==> src/rtl/wm_mem_ctrl.sv <==
// Watermark buffer sequencer: preloads one frame of watermark words from the upstream
// stream, then grants DOP-bit symbol reads to the embedder and pulses done/clear at frame end.
module wm_mem_ctrl #(
    parameter int WM_BAND_WIDTH = 128,
    parameter int DOP           = 4,
    parameter int WM_CNT        = 313,
    parameter int FIFO_DEPTH    = 512
) (
    input  logic                     clk,
    input  logic                     rst,
    input  logic                     i_start,
    input  logic                     i_abort,
    input  logic                     i_wm_tvalid,
    input  logic [WM_BAND_WIDTH-1:0] i_wm_tdata,
    output logic                     o_wm_tready,
    output logic [WM_BAND_WIDTH-1:0] o_w_data,
    output logic                     o_wea,
    input  logic                     i_wm_cnt_last,
    input  logic                     i_pix_req,
    output logic                     o_pix_ready,
    output logic                     o_rea,
    output logic                     o_done,
    output logic                     o_busy,
    output logic                     o_err
);

    localparam int TOTAL = WM_CNT * WM_BAND_WIDTH / DOP;
    localparam int WCW   = (WM_CNT > 1) ? $clog2(WM_CNT) : 1;
    localparam int SCW   = (TOTAL > 1) ? $clog2(TOTAL) : 1;
    localparam logic [WCW-1:0] WORD_LAST = WCW'(WM_CNT - 1);
    localparam logic [SCW-1:0] SYM_LAST  = SCW'(TOTAL - 1);

    generate
        if (WM_CNT > FIFO_DEPTH) begin : g_depth_check
            $error("wm_mem_ctrl: WM_CNT exceeds FIFO_DEPTH");
        end
        if ((WM_BAND_WIDTH % DOP) != 0) begin : g_width_check
            $error("wm_mem_ctrl: WM_BAND_WIDTH must be a multiple of DOP");
        end
    endgenerate

    typedef enum logic [1:0] {ST_IDLE, ST_LOAD, ST_EMBED, ST_DONE} state_t;

    state_t         state_reg, state_next;
    logic [WCW-1:0] word_cnt_reg, word_cnt_next;
    logic [SCW-1:0] sym_cnt_reg, sym_cnt_next;
    logic           err_reg, err_next;
    logic           word_last_hit;
    logic           sym_last_hit;

    // Abort masks the handshakes in the same cycle so no write/read slips through.
    assign o_wm_tready   = (state_reg == ST_LOAD) && !i_abort;
    assign o_wea         = i_wm_tvalid && o_wm_tready;
    assign o_w_data      = i_wm_tdata;
    assign o_pix_ready   = (state_reg == ST_EMBED) && !i_abort;
    assign o_rea         = i_pix_req && o_pix_ready;
    assign o_done        = (state_reg == ST_DONE);
    assign o_busy        = (state_reg != ST_IDLE);
    assign o_err         = err_reg;

    assign word_last_hit = o_wea && (word_cnt_reg == WORD_LAST);
    assign sym_last_hit  = o_rea && (sym_cnt_reg == SYM_LAST);

    always_comb begin
        state_next    = state_reg;
        word_cnt_next = word_cnt_reg;
        sym_cnt_next  = sym_cnt_reg;
        case (state_reg)
            ST_IDLE: begin
                if (i_start) begin
                    state_next    = ST_LOAD;
                    word_cnt_next = '0;
                    sym_cnt_next  = '0;
                end
            end
            ST_LOAD: begin
                if (i_abort) begin
                    state_next = ST_DONE;
                end else if (o_wea) begin
                    // Counter returns to zero on the terminal word so it never wraps past it.
                    word_cnt_next = word_last_hit ? '0 : word_cnt_reg + WCW'(1);
                    if (word_last_hit) begin
                        state_next   = ST_EMBED;
                        sym_cnt_next = '0;
                    end
                end
            end
            ST_EMBED: begin
                if (i_abort) begin
                    state_next = ST_DONE;
                end else if (o_rea) begin
                    sym_cnt_next = sym_last_hit ? '0 : sym_cnt_reg + SCW'(1);
                    if (sym_last_hit) begin
                        state_next = ST_DONE;
                    end
                end
            end
            ST_DONE: begin
                state_next    = ST_IDLE;
                word_cnt_next = '0;
                sym_cnt_next  = '0;
            end
            default: begin
                state_next    = ST_IDLE;
                word_cnt_next = '0;
                sym_cnt_next  = '0;
            end
        endcase
    end

    // Sticky protocol error: buffer last-flag mismatch, underrun request, or start while busy.
    always_comb begin
        err_next = err_reg
                 | (i_wm_cnt_last != word_last_hit)
                 | (i_pix_req && ((state_reg == ST_IDLE) || (state_reg == ST_LOAD)))
                 | (i_start && o_busy);
    end

    always_ff @(posedge clk or posedge rst) begin
        if (rst) begin
            state_reg    <= ST_IDLE;
            word_cnt_reg <= '0;
            sym_cnt_reg  <= '0;
            err_reg      <= 1'b0;
        end else begin
            state_reg    <= state_next;
            word_cnt_reg <= word_cnt_next;
            sym_cnt_reg  <= sym_cnt_next;
            err_reg      <= err_next;
        end
    end

endmodule

==> config.mk <==
export PLATFORM = sky130hd
export DESIGN_NAME = wm_mem_ctrl
export DESIGN_NICKNAME = d
export VERILOG_FILES = /design/src/rtl/wm_mem_ctrl.sv
export SDC_FILE = /design/constraint.sdc
export NUM_CORES = 1
export LEC_CHECK = 0
export BUFFER_PORTS_ARGS = -buffer_cell sky130_fd_sc_hd__buf_2
export CAP_MARGIN = 20
export CORE_AREA = 4 4 103 105
export CTS_CLUSTER_SIZE = 24
export DETAILED_ROUTE_END_ITERATION = 16
export DIE_AREA = 0 0 107 109
export GPL_TIMING_DRIVEN = 0
export HOLD_SLACK_MARGIN = 0.08
export PLACE_DENSITY = 0.63
export SYNTH_ARGS = -nofsm -noshare
export SYNTH_HDL_FRONTEND = slang
export SYNTH_SLANG_ARGS = --single-unit
export TNS_END_PERCENT = 1
==> constraint.sdc <==
create_clock -name clk -period 1.75 [get_ports clk]
set_input_delay 0.175 -clock clk [delete_from_list [all_inputs] [get_ports clk]]
set_output_delay 0.175 -clock clk [all_outputs]
set_load 0.02 [all_outputs]
==> metrics.md, run 1 <==
| Metric | Value |
|---|---|
| Final setup violation count | `3` |
| Worst-Margin Slew | `588 ps` |
| CP endpoint kind | `register` |
| Total Routing Usage GR | `0.0958` |
| Placeable Area | `9640 um^2` |
| Post-synth ARST share | `1.00` |
| #FFs+latches synth | `26` |
| Cell Pwr Density | `791 nW/um^2` |
| Rows | `36` |
| Max Clock Skew | `1.81 ps` |
| Hold Slack | `149 ps` |
| Clock Sinks | `26` |
| Commonest cells post-synth | `buf_4, dfrtp_1, nand2_1` |
| First-pass GRT wire length | `9640 um` |
| Total power | `3170 uW` |
| Non-Filler Instances | `600` |
| Mapped Nets | `440` |
| Max_cap viols | `0` |
| Total congestion overflow | `0` |
| HP Class | `in2reg` |
| Crit Path Category | `reg2reg` |
| PortBufs | `141` |
| Residual DRC | `0` |
| Mapped Cells | `298` |
| Initial drt markers | `36` |
| Top cells by area, synth | `buf_4, dfrtp_1, ha_1` |
| Number of global-route vias before repair | `2,204` |
| Outcome | `complete, but fails checks` |
| Vias/cell | `4.20` |
| Routability cong. | `0.755` |
| Die Y | `109 um` |
| Unrepaired setup endpoints after global routing | `true` |
| Die Wd | `107 um` |
| DP HPWL | `5480 um` |
| # IOs | `270` |
| Share of layout cells above drive strength 1 | `0.756` |
| WL final | `7080 um` |
| Final net count | `611` |
| Sequential element share of the synthesized area | `0.247` |
| Final Hold Viols | `0` |
| Slew HR | `0.607` |
| Initial cell density of the core | `0.273` |
| Worst-path clk slew | `90 ps` |
| Peak VDD IR | `0.715 mV` |
| Multi-input combinational cell area | `1190 um^2` |
| Post-synth top area share | `0.368` |
| Cell variety after synth | `47` |
| Final WS setup | `-35.1 ps` |
| Crit share post-route | `1.02` |
| R2R cell count | `8` |
| Synthesis-to-finish area growth | `52.0%` |
| Syn avg cell area | `8.84 um^2` |
| Final min period | `1790 ps` |
| Reg area | `657 um^2` |
| WL/cell | `11.8 um` |
| Clock Tree Root | `clkbuf_8` |
| Setup_tns | `-63.0 ps` |
| Max FFs per register | `14` |
| Post-Synthesis Cell Area | `2630 um^2` |
| Via count | `2,520` |
| Top_reg_cell synth | `dfrtp_1` |
| Bufs on Longest Clock Path | `2` |
| # diodes | `0` |
| Antenna-violating nets left | `0` |
| Final Slew Violations | `0` |
| CTS tree | `built` |
| Worst skew pair latency | `270 ps` |
| Leading area contributor after synthesis | `buf_4` |
| Hold path cells | `3` |
| Pin count of the biggest net entering global routing | `27` |
| Arrival time of the worst setup path | `1950 ps` |
| First drt pass iteration count | `4` |
| CP Data Required Time | `1920 ps` |
| Yosys warnings | `0` |
| Fmax | `560 MHz` |
| Die Area | `11,700 um^2` |
| H-tree levels | `1` |
| Crit path launch type | `register` |
| Number of enable flip-flop cells after synthesis | `0` |
| Num CTS Buffers | `3` |
| Failing checks | `setup timing` |
| Fill cell count | `992` |
| Leakage | `0.00212 uW` |
| Cell Count Post-Placement | `572` |
| Crit Path Max Fanout | `3` |
| Initial antenna violation count | `0` |
| Most common cell in the synthesized netlist | `buf_4` |
-- metal layers --
metal / up-vias / share of wire / GRT usage
li1: 1222 / - / -
met1: 1160 / 0.35 / 0.116
met2: 138 / 0.56 / 0.179
met3: 0 / 0.091 / 0.0231
met4: 0 / 0 / 0.00731
met5: - / 0 / 0
-- worst max-delay path, stage by stage, from the launching register on --
cell and delay (ps):
dfrtp_1 410, inv_2 90, ha_4 130, nand4bb_4 140, o31ai_4 300, nand2_2 120, buf_4 160, o21bai_1 150
a21o_1 180
-- cell type report --
type                       instances  share of cell area
multi-input combinational        132               0.297
buffer                           133               0.251
timing repair buffer             166               0.230
sequential                        26               0.164
tap                              133              0.0416
clock buffer                       3              0.0103
inverter                           7             0.00656
-- what timing repair did --
| action | in CTS | in global routing |
|---|---|---|
| setup buffers | 8 | 13 |
| gates cloned | 2 | 0 |
| setup endpoints to repair | 28 | 25 |
| hold buffers | 0 | 1 |
| pin swaps | 17 | 8 |
| hold endpoints to repair | 0 | 13 |
| gates resized for setup | 39 | 22 |
-- power breakdown --
| part | internal (uW) | switching (uW) |
|---|---|---|
| Combinational | 1040 | 1080 |
| Sequential | 655 | 54.3 |
| Clock | 154 | 187 |
-- layout by cell type, fill, tap and decap left out, types with 4 or more instances in the layout --
cell / count
buf_4: 148
buf_2: 141
dfrtp_1: 21
nand2_1: 20
nand3_1: 10
a2bb2oi_2: 8
buf_6: 7
nor2_1: 7
o21ai_0: 7
o31ai_2: 7
nand4_1: 6
xor2_1: 5
dfrtp_2: 5
inv_2: 4
o21ai_1: 4
ha_4: 4
-- final timing paths --
kind                                      start              end  slack, ps
worst max-delay path            word_cnt_reg[0]  sym_cnt_reg[13]        -40
worst min-delay path              i_wm_cnt_last            o_err        150
worst max register to register  word_cnt_reg[0]  sym_cnt_reg[13]        -40
worst min register to register            o_err            o_err        490
max in group asynchronous                   rst     state_reg[0]        710
min in group asynchronous                   rst   sym_cnt_reg[1]        530
-- through the flow --
step | setup slack (ps) | cell area, um^2 | util
after floorplan | -34.5 | 2650 | -
after CTS | -48.3 | 3790 | 0.393
final | -35.1 | 4000 | 0.415
after detailed placement | -308 | 3520 | 0.366
after global placement | -277 | 3520 | 0.366
after global routing | -123 | 4000 | 0.415
-- cells by family after synthesis --
kind of cell | share of synthesized area
buffers and inverters | 0.387
AND/OR/NAND/NOR | 0.168
AO/OA/AOI/OAI | 0.136
flip-flops | 0.247
adder cells (fa/ha/maj) | 0.0333
XOR/XNOR | 0.0200
multiplexers | 0.00808
Note: power is estimated with default switching activity, not from simulation.
==> run 2: changes to the inputs <==
--- a/config.mk
+++ b/config.mk
@@ -13,7 +13,8 @@
 export DIE_AREA = 0 0 107 109
 export GPL_TIMING_DRIVEN = 0
 export HOLD_SLACK_MARGIN = 0.08
-export PLACE_DENSITY = 0.63
+export PLACE_DENSITY_LB_ADDON = 0.2
+export SKIP_CTS_REPAIR_TIMING = 1
 export SYNTH_ARGS = -nofsm -noshare
 export SYNTH_HDL_FRONTEND = slang
 export SYNTH_SLANG_ARGS = --single-unit
==> run 2 against run 1 <==
The run still ends with setup timing left. Critical path type unchanged. Sequential share of layout area about the same. Register-to-register slack got worse by 120 ps. Flip-flop and latch count unchanged. Largest power group unchanged. Die area unchanged.
==> metrics.md, run 2 (same netlist as run 1, synthesis figures left out) <==
| Metric | Value |
|---|---|
| CTS tree | `built` |
| Num CTS Buffers | `3 (unchanged)` |
| Switching Fraction | `0.426 (+0.00876)` |
| Share of layout cells above drive strength 1 | `0.750 (-0.00589)` |
| Fmax | `526 MHz (-6.1%)` |
| Max_cap viols | `0 (unchanged)` |
| PortBufs | `141 (unchanged)` |
| # diodes | `0 (unchanged)` |
| Rows | `36 (unchanged)` |
| Multi-input combinational cell area | `1230 um^2 (+3.5%)` |
| Arrival time of the worst setup path | `2080 ps (+130 ps)` |
| Unrepaired setup endpoints after global routing | `true` |
| Synthesis-to-finish area growth | `51.8%` |
| Routability cong. | `0.747 (-0.99%)` |
| Crit Path Category | `reg2reg` |
| Final WS setup | `-150 ps (-115 ps)` |
| CP Data Required Time | `1930 ps (about the same)` |
| R2R cell count | `7 (-1)` |
| WL final | `7120 um (+0.49%)` |
| Crit share post-route | `1.09 (+0.0658)` |
| Worst-Margin Slew | `408 ps (-180 ps)` |
| DP HPWL | `5610 um (+2.2%)` |
| Cell-internal power | `1800 uW (-2.5%)` |
| Clock Tree Root | `clkbuf_8` |
| Worst-path clk slew | `100 ps (about the same)` |
| Final net count | `599 (-2.0%)` |
| Die Y | `109 um (unchanged)` |
| Leakage | `0.00209 uW (-1.3%)` |
| Total congestion overflow | `0 (unchanged)` |
| Most frequent cells in the layout | `buf_2, buf_4, dfrtp_1, nand2_1, nand3_1` |
| Residual DRC | `0 (unchanged)` |
| Via count | `2,435 (-3.4%)` |
| CP endpoint kind | `register` |
| Pre-CTS setup slack | `-323 ps (-14.7 ps)` |
| Reg area | `656 um^2 (-0.19%)` |
| Crit path max-delay family | `compound AO/OA/AOI/OAI gates` |
| Crit Path Max Fanout | `5 (+2)` |
| Antenna-violating nets left | `0 (unchanged)` |
| Clock power share | `0.133 (+0.025)` |
| H-tree levels | `1 (unchanged)` |
| WL/cell | `12.1 um (+2.4%)` |
| Final Slew Violations | `0 (unchanged)` |
| Die Wd | `107 um (unchanged)` |
| Total power | `3130 uW (-1.0%)` |
| Initial drt markers | `36 (unchanged)` |
| Setup slack, reg-to-reg | `-150 ps (-120 ps)` |
| Final Hold Viols | `0 (unchanged)` |
| Net Sw Power | `1330 uW (+1.0%)` |
| Failing checks | `setup timing` |
| Final min period | `1900 ps (+115 ps)` |
| Gate power share | `0.637 (-0.031)` |
| Fill cell count | `985 (-0.71%)` |
| Worst path depth | `7 (-1)` |
| Max Clock Skew | `6.51 ps (+4.70 ps)` |
| Placeable Area | `9640 um^2 (unchanged)` |
| Max FFs per register | `14 (unchanged)` |
| Crit-path cells | `ha_4 > and4_4 > nand4_1 > o21ai_2 > buf_6 > a2bb2oi_2 > o31ai_4` |
| Worst path max stage delay | `430 ps (+20 ps)` |
| Bufs on Longest Clock Path | `2 (unchanged)` |
| Worst skew pair latency | `280 ps (about the same)` |
| Total Routing Usage GR | `0.0925 (-0.00329)` |
| # IOs | `270 (unchanged)` |
| Peak VDD IR | `0.531 mV (-26%)` |
| Hold path cells | `3 (unchanged)` |
| Part of the power in registers | `0.229 (+0.005)` |
| Vias/cell | `4.13 (-1.6%)` |
| CP Buf/Inv Count | `1 (-1)` |
| Slew HR | `0.728 (+0.120)` |
| Crit path launch type | `register` |
| First-pass GRT wire length | `9070 um (-5.9%)` |
| Initial antenna violation count | `0 (unchanged)` |
| Initial cell density of the core | `0.273 (unchanged)` |
| First drt pass iteration count | `3 (-1)` |
| Pin count of the biggest net entering global routing | `27 (unchanged)` |
| Commonest non-fill, non-tap cell in the layout | `buf_2` |
| Cell Pwr Density | `784 nW/um^2 (-0.92%)` |
| Outcome | `complete, but fails checks` |
| Number of global-route vias before repair | `1,991 (-9.7%)` |
| Slowest CP cell | `dfrtp_1` |
| Clock Sinks | `26 (unchanged)` |
| Die Area | `11,700 um^2 (unchanged)` |
| HP Class | `in2reg` |
| Final setup violation count | `15 (+12)` |
-- run 2: cell types whose count changed in the layout (fill, tap and decap cells not counted), moves of 2 or more --
cell,before,now
buf_4,148,138
buf_6,7,4
o21ai_1,4,1
o21ai_2,1,3
o31ai_2,7,5
o31ai_4,1,3
-- run 2: final timing paths --
kind                           startpoint               to
setup / recovery           sym_cnt_reg[0]   sym_cnt_reg[9]
setup reg to reg           sym_cnt_reg[0]   sym_cnt_reg[9]
hold reg to reg                     o_err            o_err
hold / removal              i_wm_cnt_last            o_err
min in group asynchronous             rst  word_cnt_reg[4]
max in group asynchronous             rst     state_reg[0]
-- run 2: power groups by stage --
stage / Clock (uW) / Sequential [uW] / Combinational (uW)
floorplan: 0 / 700 / 1190
finish: 418 / 718 / 2000
global route: 457 / 725 / 2180
detailed placement: 0 / 707 / 1540
global placement: 0 / 708 / 1540
CTS: 431 / 697 / 1540
-- run 2: worst min-delay path, delay by kind of cell --
family | cells | cell delay, ps
buffers and inverters | 1 | 80
AND/OR/NAND/NOR | 1 | 70
XOR/XNOR | 1 | 50
-- run 2: cell type report --
cell class,instances,area share
Buffer,133,0.251
Tap cell,133,0.0416
Timing Repair Buffer,154,0.215
Inverter,7,0.00720
Sequential cell,26,0.164
Clock buffer,4,0.0138
Multi-Input combinational cell,132,0.307
-- run 2: stage by stage --
step                instance area [um^2]   util  TNS [ps]  hold WS (ps)  instances
detailed placement                  3520  0.366     -5810           426        572
global route                        4000  0.415     -2930           139        589
CTS                                 3580  0.371     -6660           129        576
finish                              4000  0.415     -1310           135        589
global placement                    3520  0.366     -6210           417        572
floorplan                           2650      -     -74.1           215        298
-- run 2: routing by layer --
metal  global-route usage  vias up  part of all wire
met3               0.0302        2              0.11
met5                    0        -                 0
met2                0.175      133              0.54
li1                     -     1201                 -
met1                0.105     1099              0.36
met4              0.00822        0            0.0014
==> run 3: changes to the inputs <==
--- a/config.mk
+++ b/config.mk
@@ -8,12 +8,14 @@
 export BUFFER_PORTS_ARGS = -buffer_cell sky130_fd_sc_hd__buf_2
 export CAP_MARGIN = 20
 export CORE_AREA = 4 4 103 105
+export CTS_CLUSTER_DIAMETER = 200
 export CTS_CLUSTER_SIZE = 24
 export DETAILED_ROUTE_END_ITERATION = 16
 export DIE_AREA = 0 0 107 109
 export GPL_TIMING_DRIVEN = 0
 export HOLD_SLACK_MARGIN = 0.08
 export PLACE_DENSITY_LB_ADDON = 0.2
+export RECOVER_POWER = 50
 export SKIP_CTS_REPAIR_TIMING = 1
 export SYNTH_ARGS = -nofsm -noshare
 export SYNTH_HDL_FRONTEND = slang
==> run 3 against run 2 <==
The run still ends with setup timing left. Non-clock buffer count stayed put. Die area unchanged. Register-to-register slack about the same. Sequential share of layout area rose by 0.43 points. Global-route usage is the same. Routed wire length is 0.59% higher. Flip-flop and latch count stayed put. Clock skew about the same. Final cell count stayed put. Via count grew 0.25%. Clock-buffer cell count stayed put. Combinational power about the same. Largest power group unchanged.
==> metrics.md, run 3 (same netlist as run 1, synthesis figures left out) <==
| Metric | Value |
|---|---|
| Initial antenna violation count | `0 (unchanged)` |
| Fmax | `527 MHz (about the same)` |
| Worst-Margin Slew | `408 ps (unchanged)` |
| Setup_tns | `-1300 ps (+8.59 ps)` |
| Unrepaired setup endpoints after global routing | `true` |
| Crit path max-delay family | `compound AO/OA/AOI/OAI gates` |
| Die Area | `11,700 um^2 (unchanged)` |
| Final net count | `599 (unchanged)` |
| Initial drt markers | `35 (-2.8%)` |
| Final Hold Viols | `0 (unchanged)` |
| Max_cap viols | `0 (unchanged)` |
| Initial cell density of the core | `0.273 (unchanged)` |
| Crit path launch type | `register` |
| Arrival time of the worst setup path | `2070 ps (about the same)` |
| Final core area utilization | `0.404 (-0.0105)` |
| Failing checks | `setup timing` |
| Total congestion overflow | `0 (unchanged)` |
| Crit-path cells | `ha_4 > and4_4 > nand4_1 > o21ai_2 > buf_6 > a2bb2oi_2 > o31ai_4` |
| Total Routing Usage GR | `0.0925 (unchanged)` |
| Max Clock Skew | `6.64 ps (+0.124 ps)` |
| Synthesis-to-finish area growth | `47.9%` |
| Fill cell count | `1,032 (+4.8%)` |
| First drt pass iteration count | `4 (+1)` |
| Max FFs per register | `14 (unchanged)` |
| Final min period | `1900 ps (-1.81 ps)` |
| Final setup violation count | `15 (unchanged)` |
| Pin count of the biggest net entering global routing | `27 (unchanged)` |
| CP Data Required Time | `1930 ps (about the same)` |
| Worst path max stage delay | `430 ps (about the same)` |
| Die Y | `109 um (unchanged)` |
| Slew HR | `0.728 (unchanged)` |
| Peak VDD IR | `0.530 mV (-0.11%)` |
| Cell Pwr Density | `799 nW/um^2 (+1.9%)` |
| WL/cell | `12.2 um (+0.59%)` |
| Number of global-route vias before repair | `1,991 (unchanged)` |
| Hold path cells | `3 (unchanged)` |
| Crit share post-route | `1.08 (about the same)` |
| Leakage | `0.00187 uW (-11%)` |
| Hold EP | `o_err` |
| Vias/cell | `4.14 (+0.25%)` |
| Commonest non-fill, non-tap cell in the layout | `buf_4` |
| Antenna-violating nets left | `0 (unchanged)` |
| # IOs | `270 (unchanged)` |
| Die Wd | `107 um (unchanged)` |
| Worst-path clk slew | `100 ps (about the same)` |
| Placeable Area | `9640 um^2 (unchanged)` |
| CTS tree | `built` |
| Worst skew pair latency | `280 ps (about the same)` |
| Routability cong. | `0.747 (unchanged)` |
| Crit Path Category | `reg2reg` |
| HP Class | `in2reg` |
| CP endpoint kind | `register` |
| Slowest CP cell | `dfrtp_1` |
| DP HPWL | `5610 um (unchanged)` |
| Crit Reg-Reg Startpoint | `sym_cnt_reg[0]` |
| Rows | `36 (unchanged)` |
| Num CTS Buffers | `3 (unchanged)` |
| H-tree levels | `1 (unchanged)` |
| First-pass GRT wire length | `9070 um (unchanged)` |
| WL final | `7160 um (+0.59%)` |
| Final Slew Violations | `0 (unchanged)` |
| Share of layout cells above drive strength 1 | `0.572 (-0.178)` |
| Hold_sp | `i_wm_cnt_last` |
| Clock Sinks | `26 (unchanged)` |
| Setup slack, reg-to-reg | `-150 ps (about the same)` |
| Crit Path Max Fanout | `5 (unchanged)` |
| Most frequent cells in the layout | `buf_4, clkbuf_1, buf_2, dfrtp_1, nand2_1` |
| CP Buf/Inv Count | `1 (unchanged)` |
| # diodes | `0 (unchanged)` |
| Worst flop-to-flop path endpoint | `sym_cnt_reg[9]` |
| Final WS setup | `-148 ps (+1.81 ps)` |
| Outcome | `complete, but fails checks` |
| Bufs on Longest Clock Path | `2 (unchanged)` |
| R2R cell count | `7 (unchanged)` |
| PortBufs | `141 (unchanged)` |
| Residual DRC | `0 (unchanged)` |
| Clock Tree Root | `clkbuf_8` |
| Via count | `2,441 (+0.25%)` |
run 3: cell types whose count changed in the layout (fill, tap and decap cells not counted):
cell	delta
buf_2	-81
clkbuf_1	+81
run 3: how the worst max path moves through the flow:
stage          slack, ps  cells after the start       startpoint         endpoint
2_1_floorplan        -30                      8  word_cnt_reg[0]  sym_cnt_reg[12]
3_3_place_gp        -370                      7     state_reg[0]  word_cnt_reg[5]
3_5_place_dp        -320                      7     state_reg[1]  word_cnt_reg[7]
4_1_cts             -360                      7     state_reg[0]  word_cnt_reg[7]
5_1_grt             -240                      7   sym_cnt_reg[0]   sym_cnt_reg[9]
6_report            -150                      7   sym_cnt_reg[0]   sym_cnt_reg[9]
run 3: layout make-up:
class	instances	area (um^2)	share of cell area
Multi-Input combinational cell	132	1230	0.315
Buffer	133	1000	0.258
Timing Repair Buffer	154	758	0.195
Sequential cell	26	656	0.168
Tap cell	133	166	0.0427
Clock buffer	4	55.1	0.0141
Inverter	7	28.8	0.00739
run 3: worst reg2reg max path, cell delays in order (launching register included):
cell,delay [ps]
dfrtp_1,430
ha_4,170
and4_4,240
nand4_1,210
o21ai_2,290
buf_6,180
a2bb2oi_2,190
o31ai_4,80
run 3: per-layer routing:
metal | routed length, um | global-route usage
met1 | 2540 | 0.105
met2 | 3810 | 0.175
met4 | 10 | 0.00822
met3 | 794 | 0.0302
met5 | 0 | 0
run 3: through the flow:
step           instances  power, uW  cell area [um^2]  setup slack (ps)  hold slack [ps]
6_report             589       3110              3900              -148              135
5_1_grt              589       3340              3900              -237              139
4_1_cts              576       2670              3580              -357              129
3_5_place_dp         572       2250              3520              -323              426
3_3_place_gp         572       2250              3520              -372              417
2_1_floorplan        298       1890              2650             -34.5              215
run 3: power breakdown:
group	leakage [uW]	switching, uW	total [uW]	internal, uW
clock	0.0000288	216	418	202
combinational	0.00150	1060	1980	918
sequential	0.000346	65.3	718	653
